File: src/rtl/dfr_pkg.sv
// Shared definitions for the Z-matrix datapath: default bus widths and the
// row-argmax controller state encoding.
package dfr_pkg;

    localparam int DFR_ADDR_WIDTH = 32;
    localparam int DFR_DATA_WIDTH = 32;

    typedef enum logic [2:0] {
        IDLE  = 3'd0,
        FETCH = 3'd1,
        CMP   = 3'd2,
        WRITE = 3'd3,
        DONE  = 3'd4
    } dfr_state_t;

endpackage

File: src/rtl/z_row_argmax.sv
// Scans each row of Z (row-major RAM) and writes the column index of the
// largest signed element into the result RAM, one word per row.
module z_row_argmax
    import dfr_pkg::*;
#(
    parameter int ADDR_WIDTH = DFR_ADDR_WIDTH,
    parameter int DATA_WIDTH = DFR_DATA_WIDTH,
    parameter int Z_ROWS     = 5,
    parameter int Z_COLS     = 5
) (
    input  logic                  clk,
    input  logic                  rst,
    input  logic                  start,
    output logic [ADDR_WIDTH-1:0] z_addr,
    input  logic [DATA_WIDTH-1:0] z_data,
    output logic [ADDR_WIDTH-1:0] res_addr,
    output logic [DATA_WIDTH-1:0] res_data,
    output logic                  res_wen,
    output logic                  busy,
    output logic                  done
);

    localparam logic [ADDR_WIDTH-1:0] LAST_COL = ADDR_WIDTH'(Z_COLS - 1);
    localparam logic [ADDR_WIDTH-1:0] LAST_ROW = ADDR_WIDTH'(Z_ROWS - 1);

    dfr_state_t state, state_d;

    logic        [ADDR_WIDTH-1:0] row, row_d;
    logic        [ADDR_WIDTH-1:0] col, col_d;
    logic signed [DATA_WIDTH-1:0] max_v, max_d;
    logic        [DATA_WIDTH-1:0] best, best_d;
    logic signed [DATA_WIDTH-1:0] z_s;
    logic        [ADDR_WIDTH-1:0] z_addr_d;
    logic        [ADDR_WIDTH-1:0] res_addr_d;
    logic        [DATA_WIDTH-1:0] res_data_d;
    logic                         res_wen_d;
    logic                         busy_d;
    logic                         done_d;
    logic                         take;

    assign z_s  = z_data;
    // First column always seeds the running max; later ones must be strictly larger.
    assign take = (col == '0) || (z_s > max_v);

    always_comb begin
        state_d    = state;
        row_d      = row;
        col_d      = col;
        max_d      = max_v;
        best_d     = best;
        z_addr_d   = z_addr;
        res_addr_d = res_addr;
        res_data_d = res_data;
        res_wen_d  = 1'b0;
        busy_d     = busy;
        done_d     = 1'b0;

        case (state)
            IDLE: begin
                if (start) begin
                    row_d    = '0;
                    col_d    = '0;
                    max_d    = '0;
                    best_d   = '0;
                    z_addr_d = '0;
                    busy_d   = 1'b1;
                    state_d  = FETCH;
                end
            end
            FETCH: begin
                state_d = CMP;
            end
            CMP: begin
                if (take) begin
                    max_d  = z_s;
                    best_d = DATA_WIDTH'(col);
                end
                if (col == LAST_COL) begin
                    res_wen_d  = 1'b1;
                    res_addr_d = row;
                    res_data_d = take ? DATA_WIDTH'(col) : best;
                    state_d    = WRITE;
                end else begin
                    col_d    = col + ADDR_WIDTH'(1);
                    z_addr_d = z_addr + ADDR_WIDTH'(1);
                    state_d  = FETCH;
                end
            end
            WRITE: begin
                if (row == LAST_ROW) begin
                    busy_d  = 1'b0;
                    done_d  = 1'b1;
                    state_d = DONE;
                end else begin
                    row_d    = row + ADDR_WIDTH'(1);
                    col_d    = '0;
                    z_addr_d = z_addr + ADDR_WIDTH'(1);
                    state_d  = FETCH;
                end
            end
            DONE: begin
                state_d = IDLE;
            end
            default: begin
                state_d = IDLE;
            end
        endcase
    end

    always_ff @(posedge clk or posedge rst) begin
        if (rst) begin
            state    <= IDLE;
            row      <= '0;
            col      <= '0;
            max_v    <= '0;
            best     <= '0;
            z_addr   <= '0;
            res_addr <= '0;
            res_data <= '0;
            res_wen  <= 1'b0;
            busy     <= 1'b0;
            done     <= 1'b0;
        end else begin
            state    <= state_d;
            row      <= row_d;
            col      <= col_d;
            max_v    <= max_d;
            best     <= best_d;
            z_addr   <= z_addr_d;
            res_addr <= res_addr_d;
            res_data <= res_data_d;
            res_wen  <= res_wen_d;
            busy     <= busy_d;
            done     <= done_d;
        end
    end

endmodule
File: config.mk
export PLATFORM = sky130hd
export DESIGN_NAME = z_row_argmax
export DESIGN_NICKNAME = d
export VERILOG_FILES = /design/src/rtl/dfr_pkg.sv /design/src/rtl/z_row_argmax.sv
export SDC_FILE = /design/constraint.sdc
export NUM_CORES = 1
export LEC_CHECK = 0
export CAP_MARGIN = 20
export CORE_ASPECT_RATIO = 0.75
export CORE_MARGIN = 2
export CORE_UTILIZATION = 38
export DETAILED_ROUTE_END_ITERATION = 8
export GPL_TIMING_DRIVEN = 0
export PLACE_DENSITY_LB_ADDON = 0.15
export SETUP_SLACK_MARGIN = 0.2
export SLEW_MARGIN = 20
export SYNTH_ARGS = -nofsm -noshare
export SYNTH_HDL_FRONTEND = slang
export SYNTH_SLANG_ARGS = --single-unit
export TNS_END_PERCENT = 50
File: constraint.sdc
create_clock -name clk -period 10.69 [get_ports clk]
set_input_delay 2.6725 -clock clk [delete_from_list [all_inputs] [get_ports clk]]
set_output_delay 2.6725 -clock clk [all_outputs]
set_load 0.01 [all_outputs]
==> results.sh <==
export IMPL_clk_root_buffer_cell="clkbuf_16"
export IMPL_post_cts_resized=0
export IMPL_postCtsHoldBufs=0
export IMPL_slew_headroom_pct=36.7
export IMPL_synth_ff_type="dfrtp_1"
export IMPL_portBuffers=133
export IMPL_start_kind="input port"
export IMPL_cts_tree="built"
export IMPL_grt_pass1_wl_mm=53.0
export IMPL_die_area_um2=32000
export IMPL_setup_viol=0
export IMPL_intPower_mw=1.69
export IMPL_ant_nets=0
export IMPL_vias=9698
export IMPL_async_reset_ff_share_pct=100
export IMPL_regArea_um2=5760
export IMPL_crit_path_max_incr_delay_ps=650
export IMPL_setup_tns_ps=0
export IMPL_cts_inserted_buffers=25
export IMPL_required_ps=11060
export IMPL_layout_drive_gt1_share_pct=5.63
export IMPL_power_mw=2.36
export IMPL_seq_area_frac_synth_pct=49.6
export IMPL_cts_clk_slew_worst_paths_ps=60
export IMPL_pin_count=134
export IMPL_grt_start_max_net_pins=94
export IMPL_grt_ovfl_total=0
export IMPL_pwr_share_clk_pct=36.4
export IMPL_p_switching_uw=672
export IMPL_hold_ws_ps=471
export IMPL_maxCapViolCount=0
export IMPL_tightest_slew_ps=948
export IMPL_place_hpwl_mm=23.5
export IMPL_die_y_um=155
export IMPL_mostFrequentLayoutCells="nand2_1 (247), dfrtp_1 (230), clkdlybuf4s50_1 (133)"
export IMPL_syn_avg_cell_area_um2=9.48
export IMPL_powerDensity_nw_per_um2=165
export IMPL_min_period_over_period_pct=49.3
export IMPL_ys_top_cells_by_area="dfrtp_1 (50%), nand2_1 (8.0%), ha_1 (4.0%)"
export IMPL_synthAdderAreaFrac_pct=3.99
export IMPL_synth_xor_area_share_pct=2.72
export IMPL_drtIter0Drc=682
export IMPL_final_nets=1459
export IMPL_synth_compound_area_share_pct=12.3
export IMPL_vdd_ir_drop_max_v=0.000105
export IMPL_period_minus_slack_ps=5270
export IMPL_worstPathCellList="clkdlybuf4s50_1 -> nor4b_2 -> clkbuf_1 -> clkbuf_1 -> buf_1 -> a21oi_1"
export IMPL_fin_util_pct=47.4
export IMPL_path_common_cell="clkbuf_1"
export IMPL_yosys_area_top_type="dfrtp_1"
export IMPL_gr_usage_all_layers_pct=20.9
export IMPL_fin_area_um2=14300
export IMPL_p_seq_share_pct=41.1
export IMPL_synthCells=1225
export IMPL_final_max_slew_viol_count=0
export IMPL_combPwrFrac_pct=22.5
export IMPL_fin_worst_skew_ps=11.2
export IMPL_muxShareOfSynthArea_pct=6.20
export IMPL_critPathMaxFanout=10
export IMPL_fp_row_count=55
export IMPL_synth_warnings=0
export IMPL_switching_share_pct=28.4
export IMPL_core_um2=30100
export IMPL_hold_violations=0
export IMPL_gp_congestion=0.852
export IMPL_antennaDiodeCount=0
export IMPL_post_cts_buffers=0
export IMPL_die_x_um=206
export IMPL_hold_class="flop to flop"
export IMPL_synth_top_family_by_area="simple AND/OR/NAND/NOR gates"
export IMPL_area_growth_pct=23.2
export IMPL_outcome="finished, final reports clean"
export IMPL_cp_arrival_ps=5640
export IMPL_placed_area_um2=13500
export IMPL_grt_antenna_before_repair=0
export IMPL_syn_area_um2=11600
export IMPL_ys_types=71
export IMPL_clock_sinks=230
export IMPL_yosysTopAreaCellShare_pct=49.6
export IMPL_detail_route_wl_per_cell_um=18.4
export IMPL_synth_edf_count=0
export IMPL_setup_worst_path_class="input port to flop"
export IMPL_drc=0
export IMPL_final_common_cell="nand2_1"
export IMPL_cts_buffer_depth=3
export IMPL_slowest_stage="clkbuf_1"
export IMPL_synth_simple_area_share_pct=19.9
export IMPL_wl_mm=33.2
export IMPL_max_freq_ghz=0.190
export IMPL_initial_core_util_pct=38.5
export IMPL_vias_per_cell=5.38
export IMPL_endpoint_kind="flop"
export IMPL_dr_pass1_iters=5
export IMPL_synth_seq_cells=230
export IMPL_fillers=2899
export IMPL_p_leak_nw=6.37
export IMPL_clk_latency_ps=520
export IMPL_syn_nets=1297
export IMPL_rsz0062_at_grt="no"
export IMPL_htreeDepth=1
export IMPL_first_global_vias=9300
export IMPL_multi_input_area_um2=5250
## logic make-up (layout without fill, tap and decap cells)
family,count (synthesis),in the layout
and+or+nand+nor,493,493
DFF,230,230
muxes,68,68
buffers and inverters,143,320
adders and majority gates,37,37
xor gates and xnor gates,36,36
AOI/OAI and AO/OA,218,218
## metal layers
metal  GRT usage [%]  vias up  wire length, um
met5               0        -                0
met2            29.2      317            13300
met1            32.8     4747            16900
met4            5.27        0              729
li1                -     4589                -
met3            4.15       45             2240
## cells in the mapped netlist, types with 10 or more instances
master	number
a21oi_1	58
a2111oi_0	11
mux2_1	31
xnor2_1	26
inv_1	77
or4_1	14
o31ai_1	18
a211oi_1	13
ha_1	37
o21ai_0	23
buf_1	11
nand3_1	28
nand4_1	26
nor2_1	84
or3_1	21
nand2_1	247
xor2_1	10
mux2i_1	37
o21ai_1	38
buf_2	14
nor4_1	16
dfrtp_1	230
clkbuf_1	29
## per-stage QoR
step           setup slack (ps)  cells
4_1_cts                    5400   1801
5_1_grt                    5210   1801
6_report                   5420   1801
2_1_floorplan              1710   1225
3_5_place_dp               4850   1759
3_3_place_gp              -1810   1757
## state kept, by name (all words and copies together) (netlist names)
register,cells
row,32
res_data,32
z_addr,32
best,32
busy,1
state,3
res_addr,32
max_v,32
col,32
done,1
res_wen,1
## worst paths after layout
check                      slack (ps)                  endpoint                     start  cells past startpoint
hold reg to reg                   470  res_addr[15]$_DFFE_PP0P_  res_addr[15]$_DFFE_PP0P_                      2
min in group asynchronous        2600     max_v[25]$_DFFE_PP0P_                       rst                      2
setup / recovery                 5420    z_addr[17]$_DFFE_PP0P_                     start                      6
hold / removal                    470  res_addr[15]$_DFFE_PP0P_  res_addr[15]$_DFFE_PP0P_                      2
max in group asynchronous        6890       col[30]$_DFFE_PP0P_                       rst                      4
setup reg to reg                 7430      state[1]$_DFFE_PP0P_        col[0]$_DFFE_PP0P_                      9
## power by group through the flow
stage | Combinational [mW] | Clock (mW) | Sequential, mW
finish | 0.533 | 0.860 | 0.972
global route | 0.599 | 0.918 | 0.979
CTS | 0.540 | 0.883 | 0.972
detailed placement | 0.538 | 0 | 0.988
global placement | 0.524 | 0 | 0.988
floorplan | 0.407 | 0 | 0.984
## worst max-delay path, delay by kind of cell
kind / cells / cell delay [ps]
simple gates: 1 / 530
buf+inv: 4 / 2310
compound gates: 1 / 110
## area by class of cell
cell class	count	share of cell area [%]
Buffer	65	2.22
Clock buffer	37	5.04
Clock inverter	5	0.525
Inverter	78	2.10
Multi-Input combinational cell	852	36.7
Sequential cell	230	40.2
Tap cell	399	3.49
Timing Repair Buffer	135	9.69
(Power assumes the default switching activity.)
